===== config.mk =====
export PLATFORM = sky130hd
export DESIGN_NAME = trigger_event_buffer_flat
export DESIGN_NICKNAME = d
export VERILOG_FILES = /design/src/rtl/trigger_buffer_pkg.sv /design/src/rtl/trigger_event_buffer_if.sv /design/src/rtl/event_fifo.sv /design/src/rtl/trigger_event_buffer.sv /design/src/flat_wrapper.sv
export SDC_FILE = /design/constraint.sdc
export NUM_CORES = 1
export LEC_CHECK = 0
export CAP_MARGIN = 20
export CORE_MARGIN = 2
export CORE_UTILIZATION = 35
export CTS_CLUSTER_SIZE = 30
export DETAILED_ROUTE_END_ITERATION = 12
export DONT_BUFFER_PORTS = 1
export GPL_TIMING_DRIVEN = 0
export HOLD_SLACK_MARGIN = 0.1
export SLEW_MARGIN = 20
export SYNTH_ARGS = -nofsm -noshare
export SYNTH_HDL_FRONTEND = slang
export SYNTH_SLANG_ARGS = --single-unit

===== constraint.sdc =====
create_clock -name CLK -period 5.4 [get_ports CLK]
set_clock_uncertainty 0.2 [all_clocks]
set_input_delay 0.54 -clock CLK [delete_from_list [all_inputs] [get_ports CLK]]
set_output_delay 0.54 -clock CLK [all_outputs]
set_load 0.02 [all_outputs]

===== src/rtl/trigger_buffer_pkg.sv =====
// Shared FSM state type and event-word layout for the trigger capture/readout path.
// Bit offsets are relative to TS_WIDTH: the tag byte sits directly above the timestamp.
package trigger_buffer_pkg;

  typedef enum logic [1:0] {
    ACQUIRE = 2'd0,
    DRAIN   = 2'd1,
    RESUME  = 2'd2
  } state_t;

  localparam int TAG_BITS = 8;
  localparam int OVF_OFS  = 7;
  localparam int CH2_OFS  = 6;
  localparam int CH1_OFS  = 5;

  function automatic int evt_width(input int ts_width);
    return ts_width + TAG_BITS;
  endfunction

endpackage


===== src/rtl/trigger_event_buffer_if.sv =====
// Readout bus between the event buffer (slave) and the ESP32 interface logic (master).
interface trigger_event_buffer_if #(
  parameter int TS_WIDTH = 32,
  parameter int DEPTH    = 16
);
  import trigger_buffer_pkg::*;

  localparam int EW = evt_width(TS_WIDTH);

  logic                   READ_START;
  logic                   READ_REQ;
  logic                   READ_DONE;
  logic                   READ_MODE;
  logic [EW-1:0]          DATA_OUT;
  logic                   DATA_VALID;
  logic [$clog2(DEPTH):0] FIFO_COUNT;
  logic                   OVERFLOW;
  logic [15:0]            DROP_COUNT;

  modport master (
    output READ_START, READ_REQ, READ_DONE,
    input  READ_MODE, DATA_OUT, DATA_VALID, FIFO_COUNT, OVERFLOW, DROP_COUNT
  );

  modport slave (
    input  READ_START, READ_REQ, READ_DONE,
    output READ_MODE, DATA_OUT, DATA_VALID, FIFO_COUNT, OVERFLOW, DROP_COUNT
  );

endinterface


===== src/rtl/event_fifo.sv =====
// Single-clock event FIFO with registered read data and synchronous flush.
// Push into a full FIFO and pop from an empty one are silently ignored.
module event_fifo #(
  parameter int WIDTH = 40,
  parameter int DEPTH = 16
) (
  input  logic                   CLK,
  input  logic                   RESET,
  input  logic                   clear,
  input  logic                   push,
  input  logic                   pop,
  input  logic [WIDTH-1:0]       wdata,
  output logic [WIDTH-1:0]       rdata,
  output logic                   full,
  output logic                   empty,
  output logic [$clog2(DEPTH):0] count
);
  localparam int AW = $clog2(DEPTH);
  localparam logic [AW:0] FULL_CNT = (AW+1)'(DEPTH);

  logic [WIDTH-1:0] mem [DEPTH];
  logic [AW-1:0]    wr_ptr;
  logic [AW-1:0]    rd_ptr;
  logic             do_push;
  logic             do_pop;

  assign full    = (count == FULL_CNT);
  assign empty   = (count == '0);
  assign do_push = push && !full && !clear;
  assign do_pop  = pop && !empty && !clear;

  always_ff @(posedge CLK) begin
    if (do_push) mem[wr_ptr] <= wdata;
  end

  always_ff @(posedge CLK or negedge RESET) begin
    if (!RESET) begin
      wr_ptr <= '0;
      rd_ptr <= '0;
      count  <= '0;
      rdata  <= '0;
    end else if (clear) begin
      wr_ptr <= '0;
      rd_ptr <= '0;
      count  <= '0;
    end else begin
      if (do_push) wr_ptr <= wr_ptr + 1'b1;
      if (do_pop) begin
        rd_ptr <= rd_ptr + 1'b1;
        rdata  <= mem[rd_ptr];
      end
      case ({do_push, do_pop})
        2'b10:   count <= count + 1'b1;
        2'b01:   count <= count - 1'b1;
        default: count <= count;
      endcase
    end
  end

endmodule


===== src/rtl/trigger_event_buffer.sv =====
// Timestamps trigger rising edges with channel-hit tags, buffers them, and drains them on request.
//   state   | meaning
//   ACQUIRE | captures enabled, READ_MODE low
//   DRAIN   | captures disabled, READ_REQ pops one word per cycle
//   RESUME  | post-readout dead-time, READ_MODE still high
module trigger_event_buffer
  import trigger_buffer_pkg::*;
#(
  parameter int DEPTH    = 16,
  parameter int TS_WIDTH = 32,
  parameter int HOLDOFF  = 8
) (
  input  logic CLK,
  input  logic RESET,
  input  logic TRIGGER_IN,
  input  logic SIGNAL1,
  input  logic SIGNAL2,
  input  logic CLEAR,
  trigger_event_buffer_if.slave rd
);
  localparam int EW = evt_width(TS_WIDTH);
  localparam int CW = $clog2(DEPTH) + 1;
  localparam int HW = $clog2(HOLDOFF + 1);
  localparam logic [HW-1:0] HOLD_LOAD = HW'(HOLDOFF);
  localparam logic [CW-1:0] ONE_LEFT  = CW'(1);

  state_t        state;
  logic [TS_WIDTH-1:0] ts;
  logic          trig_d;
  logic          ch1_seen;
  logic          ch2_seen;
  logic          pend_ovf;
  logic          overflow;
  logic [15:0]   drop_count;
  logic [HW-1:0] holdoff;
  logic          read_mode;
  logic          pop_d;
  logic          data_valid;
  logic [EW-1:0] data_out;
  logic [EW-1:0] evt_word;
  logic [EW-1:0] fifo_rdata;
  logic          fifo_full;
  logic          fifo_empty;
  logic [CW-1:0] fifo_count;
  logic          rise;
  logic          capture;
  logic          push;
  logic          drop;
  logic          pop;

  assign rise    = TRIGGER_IN && !trig_d;
  assign capture = !CLEAR && (state == ACQUIRE) && rise && (holdoff == '0);
  assign push    = capture && !fifo_full;
  assign drop    = capture && fifo_full;
  assign pop     = !CLEAR && (state == DRAIN) && rd.READ_REQ && !fifo_empty;

  // Channel bits include hits arriving in the capture cycle itself.
  always_comb begin
    evt_word = '0;
    evt_word[TS_WIDTH-1:0]       = ts;
    evt_word[TS_WIDTH + CH1_OFS] = ch1_seen | SIGNAL1;
    evt_word[TS_WIDTH + CH2_OFS] = ch2_seen | SIGNAL2;
    evt_word[TS_WIDTH + OVF_OFS] = pend_ovf;
  end

  event_fifo #(
    .WIDTH (EW),
    .DEPTH (DEPTH)
  ) u_fifo (
    .CLK   (CLK),
    .RESET (RESET),
    .clear (CLEAR),
    .push  (push),
    .pop   (pop),
    .wdata (evt_word),
    .rdata (fifo_rdata),
    .full  (fifo_full),
    .empty (fifo_empty),
    .count (fifo_count)
  );

  always_ff @(posedge CLK or negedge RESET) begin
    if (!RESET) begin
      ts         <= '0;
      trig_d     <= 1'b0;
      ch1_seen   <= 1'b0;
      ch2_seen   <= 1'b0;
      pend_ovf   <= 1'b0;
      overflow   <= 1'b0;
      drop_count <= '0;
      pop_d      <= 1'b0;
      data_valid <= 1'b0;
      data_out   <= '0;
    end else begin
      ts         <= ts + 1'b1;
      trig_d     <= TRIGGER_IN;
      pop_d      <= pop;
      data_valid <= pop_d;
      if (pop_d) data_out <= fifo_rdata;
      if (CLEAR) begin
        ch1_seen   <= 1'b0;
        ch2_seen   <= 1'b0;
        pend_ovf   <= 1'b0;
        overflow   <= 1'b0;
        drop_count <= '0;
      end else begin
        if (capture) begin
          ch1_seen <= SIGNAL1;
          ch2_seen <= SIGNAL2;
        end else begin
          ch1_seen <= ch1_seen | SIGNAL1;
          ch2_seen <= ch2_seen | SIGNAL2;
        end
        if (push) pend_ovf <= 1'b0;
        if (drop) begin
          pend_ovf <= 1'b1;
          overflow <= 1'b1;
          if (drop_count != 16'hFFFF) drop_count <= drop_count + 1'b1;
        end
      end
    end
  end

  // Holdoff lives with the FSM because RESUME entry reloads it.
  always_ff @(posedge CLK or negedge RESET) begin
    if (!RESET) begin
      state     <= ACQUIRE;
      read_mode <= 1'b0;
      holdoff   <= '0;
    end else if (CLEAR) begin
      state     <= ACQUIRE;
      read_mode <= 1'b0;
      holdoff   <= '0;
    end else begin
      if (holdoff != '0) holdoff <= holdoff - 1'b1;
      case (state)
        ACQUIRE: begin
          if (capture) holdoff <= HOLD_LOAD;
          if (rd.READ_START) begin
            state     <= DRAIN;
            read_mode <= 1'b1;
          end
        end
        DRAIN: begin
          if (rd.READ_DONE || fifo_empty || (pop && fifo_count == ONE_LEFT)) begin
            state   <= RESUME;
            holdoff <= HOLD_LOAD;
          end
        end
        RESUME: begin
          if (holdoff == '0) begin
            state     <= ACQUIRE;
            read_mode <= 1'b0;
          end
        end
        default: begin
          state     <= ACQUIRE;
          read_mode <= 1'b0;
        end
      endcase
    end
  end

  assign rd.READ_MODE  = read_mode;
  assign rd.DATA_OUT   = data_out;
  assign rd.DATA_VALID = data_valid;
  assign rd.FIFO_COUNT = fifo_count;
  assign rd.OVERFLOW   = overflow;
  assign rd.DROP_COUNT = drop_count;

endmodule


===== src/flat_wrapper.sv =====
// flat-port wrapper written by rule: the top's interface ports become plain ports
module trigger_event_buffer_flat import trigger_buffer_pkg::*;
#(
  parameter int DEPTH    = 16,
  parameter int TS_WIDTH = 32,
  parameter int HOLDOFF  = 8
)
  (CLK, RESET, TRIGGER_IN, SIGNAL1, SIGNAL2, CLEAR, rd_READ_START, rd_READ_REQ, rd_READ_DONE, rd_READ_MODE, rd_DATA_OUT, rd_DATA_VALID, rd_FIFO_COUNT, rd_OVERFLOW, rd_DROP_COUNT);
  trigger_event_buffer_if #(.TS_WIDTH(TS_WIDTH), .DEPTH(DEPTH)) rd_i ();
  input  logic CLK;
  input  logic RESET;
  input  logic TRIGGER_IN;
  input  logic SIGNAL1;
  input  logic SIGNAL2;
  input  logic CLEAR;
  input wire logic [$bits(rd_i.READ_START)-1:0] rd_READ_START;
  input wire logic [$bits(rd_i.READ_REQ)-1:0] rd_READ_REQ;
  input wire logic [$bits(rd_i.READ_DONE)-1:0] rd_READ_DONE;
  output wire logic [$bits(rd_i.READ_MODE)-1:0] rd_READ_MODE;
  output wire logic [$bits(rd_i.DATA_OUT)-1:0] rd_DATA_OUT;
  output wire logic [$bits(rd_i.DATA_VALID)-1:0] rd_DATA_VALID;
  output wire logic [$bits(rd_i.FIFO_COUNT)-1:0] rd_FIFO_COUNT;
  output wire logic [$bits(rd_i.OVERFLOW)-1:0] rd_OVERFLOW;
  output wire logic [$bits(rd_i.DROP_COUNT)-1:0] rd_DROP_COUNT;
  assign rd_i.READ_START = rd_READ_START;
  assign rd_i.READ_REQ = rd_READ_REQ;
  assign rd_i.READ_DONE = rd_READ_DONE;
  assign rd_READ_MODE = rd_i.READ_MODE;
  assign rd_DATA_OUT = rd_i.DATA_OUT;
  assign rd_DATA_VALID = rd_i.DATA_VALID;
  assign rd_FIFO_COUNT = rd_i.FIFO_COUNT;
  assign rd_OVERFLOW = rd_i.OVERFLOW;
  assign rd_DROP_COUNT = rd_i.DROP_COUNT;
  trigger_event_buffer #(.DEPTH(DEPTH), .TS_WIDTH(TS_WIDTH), .HOLDOFF(HOLDOFF)) u_core (.CLK(CLK), .RESET(RESET), .TRIGGER_IN(TRIGGER_IN), .SIGNAL1(SIGNAL1), .SIGNAL2(SIGNAL2), .CLEAR(CLEAR), .rd(rd_i));
endmodule

==> impl_results.md <==
- Outcome: finished clean
- Clk root buf: clkbuf_16
- Longest Clk Path Bufs: 3
- Initial DRT Pass Iterations: 5
- Type of the most critical hold path: primary input to register
- NetSw: 0.00243 W
- Area grow syn2layout: 15.9%
- Total CTS buffers: 73
- Core area: 77200 um2
- Post-synth cell types: 55
- YS warnings: 0
- Area of the multi-input gates: 6440 um2
- Row count: 102
- M1 GR Usage: 0.219
- Sequential power share: 0.524
- Die W: 283 um
- Met2 Track Usage GR: 0.250
- Die height: 283 um
- Hold Crit Start: SIGNAL1
- Actual slew at the worst max-slew pin: 1.08 ns
- Pwr/cell area: 369 nW/um2
- DRT iter0 DRCs: 1211
- Critical Path Start: u_core.holdoff[0]
- Worst setup endpoint: u_core.u_fifo.mem[4][21]
- CTS Sinks: 705
- Pins Over Slew Limit: 0
- Final core occ: 0.409
- Period Utilization, post-route: 0.659
- FF+latch count, synth: 705
- Fillers: 6743
- # DRC: 0
- FF-to-FF Start: u_core.holdoff[0]
- First-pass GRT wire length: 94000 um
- Post-layout minimum cycle time: 3.56 ns
- Ant diodes: 0
- Setup Viol. Count Final: 0
- Max FO, Critical Path: 10
- Dominant cell type by area after synthesis: edfxtp_1
- GRT Total Usage: 0.159
- Max-capacitance violation count: 0
- Top-area cell type share of the netlist area: 0.617
- Register area: 20400 um2
- Arr. time, crit path: 3.66 ns
- Initial antenna violation count: 0
- H-tree depth: 3
- Ports: 73
- Full die area: 80100 um2
- Layout cell share with drive strength beyond 1: 0.268
- Met3 Use GR: 0.0370
- Post-Syn Area: 27300 um2
- Synth Flop Type: edfxtp_1
- Switching part of the total: 0.208
- Int Pwr: 0.00922 W
- WHS: 0.169 ns
- GRT Residual Overflow: 0
- CTS Hold Bufs: 8
- Final WL: 63500 um
- Post-synth EDFFs: 560
- Synthesized instance count: 1391
- Routed vias: 13800
- Vias per cell: 5.30
- Reg2reg path depth: 10
- CP required: 5.50 ns
- Crit end category: register
- GP Congestion: 0.749
- Worst-path clk slew: 0.06 ns
- Peak Freq: 281 MHz
- Combinational Power Share: 0.033
- Lkg Pwr: 10.7 nW
- Setup crit start kind: register
- I/O Buffers: 0
- WL/cell: 24.3 um
- Vias in the first global route: 14300
- Critical R2R Capture: u_core.u_fifo.mem[4][21]
- Mean Syn Cell Area: 19.6 um2
- Largest net degree at the start of global routing: 146
- Clock share of power: 0.442
- RSZ-0062 raised after global routing: false
- Critical path class: register to register
- Worst vdd ir: 0.000183 V
- Hold Violations, Final: 0
- Nets: 1531
- Sequential area share after synthesis: 0.750
- Initial core utilization: 0.353
- Later-pin clock latency in the skew report: 0.62 ns
- Design area: 31600 um2
- DP Area: 29000 um2
- Synth async-reset ratio: 0.206
- R2R Setup Slk: 1.84 ns
- DRT antenna net count: 0
- CTS resizes: 0
- GRT busiest layer: met2
- Rel. slew slack: 0.279
- Post-DP HPWL: 38500 um
- Top post-synthesis cells by area: edfxtp_1 62%, dfrtp_1 13%, mux4_2 12%
- # Post-CTS Setup Buffers: 0
- CTS tree: yes
layout by cell type, fill, tap and decap left out, types with 9 or more instances in the layout:
master and instances:
a21oi_1 47, buf_2 23, buf_4 36, clkbuf_1 52, clkbuf_16 76, clkbuf_8 12, clkinv_2 10, dfrtp_1 145
edfxtp_1 560, ha_1 12, inv_1 23, mux2_2 72, mux4_2 140, nand2_1 21, nand3_1 25, nand4_1 11
nor2_1 41, nor3_1 9, o22ai_1 71, xnor2_1 27, xor2_1 17
sequential cells by signal (all words and copies together) (netlist names):
name / flops
u_core.ch1_seen: 1
u_core.ch2_seen: 1
u_core.holdoff: 4
u_core.pend_ovf: 1
u_core.pop_d: 1
u_core.rd.DATA_OUT: 35
u_core.rd.DATA_VALID: 1
u_core.rd.DROP_COUNT: 16
u_core.rd.OVERFLOW: 1
u_core.rd.READ_MODE: 1
u_core.state: 2
u_core.trig_d: 1
u_core.ts: 32
u_core.u_fifo.count: 5
u_core.u_fifo.mem: 560
u_core.u_fifo.rd_ptr: 4
u_core.u_fifo.rdata: 35
u_core.u_fifo.wr_ptr: 4
critical path, cell delays in order (launching register included):
cell     delay, ns
dfrtp_1       0.39
inv_1         0.08
ha_1          0.23
or3b_1        0.46
nor4_4        0.44
buf_6         0.20
nand2_1       0.14
nor3_2        0.44
buf_4         0.25
buf_4         0.19
buf_4         0.22
area by class of cell:
type | count | share of cell area
Inverter | 23 | 0.00273
Clock buffer | 106 | 0.0676
Multi-Input combinational cell | 592 | 0.204
Buffer | 75 | 0.0115
Clock inverter | 28 | 0.0107
Tap cell | 1040 | 0.0412
Sequential cell | 705 | 0.647
Timing Repair Buffer | 40 | 0.0153
stage by stage:
stage | setup TNS, ns | total power, W | setup slack, ns | instances
after detailed placement | 0 | 0.00657 | 1.83 | 2467
after global routing | 0 | 0.0120 | 1.68 | 2609
after global placement | -463.69 | 0.00655 | -2.88 | 2435
after floorplan | 0 | 0.00644 | 0.643 | 1395
final | 0 | 0.0117 | 1.84 | 2609
after CTS | 0 | 0.0118 | 1.82 | 2609
worst min-delay path by stage:
stage	endpoint	slack [ns]	depth (start not counted)
after floorplan	u_core.ch1_seen	0.04	0
after global placement	u_core.rd.DATA_OUT[28]	0.06	0
after detailed placement	u_core.u_fifo.rdata[28]	0.06	0
after CTS	u_core.u_fifo.mem[12][32]	0.14	1
after global routing	u_core.u_fifo.mem[12][32]	0.18	1
final	u_core.u_fifo.mem[12][32]	0.17	1
metal layers:
metal,share of wire,vias to the layer above
met2,0.47,499
li1,-,5851
met3,0.070,111
met1,0.43,7357
met5,0,-
met4,0.025,0
power by group through the flow:
| stage | registers, W | logic [W] | clock network, W |
|---|---|---|---|
| detailed placement | 0.00622 | 0.000349 | 0 |
| CTS | 0.00611 | 0.000388 | 0.00526 |
| global placement | 0.00622 | 0.000334 | 0 |
| floorplan | 0.00616 | 0.000279 | 0 |
| finish | 0.00611 | 0.000385 | 0.00515 |
| global route | 0.00612 | 0.000431 | 0.00547 |
cell usage after synthesis, drive strengths merged (2+ instances only):
cell     instances
or3              5
buf             41
xnor2           27
nand4           11
nand3b           2
a2111oi          2
o31ai            5
or4              4
or2              4
nor3b            3
and3             7
dfrtp          145
mux2i            2
a211oi           8
and4             3
and2             8
a21oi           47
mux4           140
ha              12
o22ai           71
nand2           21
inv             23
nand3           25
clkbuf          34
xor2            17
nor3            14
o21ai            4
a32oi            2
edfxtp         560
nand2b           2
nor4             7
nor2            45
mux2            72
nor4b            3
nor2b            3
logic make-up (layout without fill, tap and decap cells):
logic type / Yosys count / count (layout) / share of synthesized area
flops: 705 / 705 / 0.750
mux: 214 / 214 / 0.146
simple gates: 174 / 174 / 0.0354
compound gates: 143 / 143 / 0.0319
buf+inv: 98 / 272 / 0.0165
xor+xnor: 44 / 44 / 0.0141
fa+ha+maj: 12 / 12 / 0.00551
other cells: 1 / 5 / 0.000138
Power figures use the tool's default switching activity.
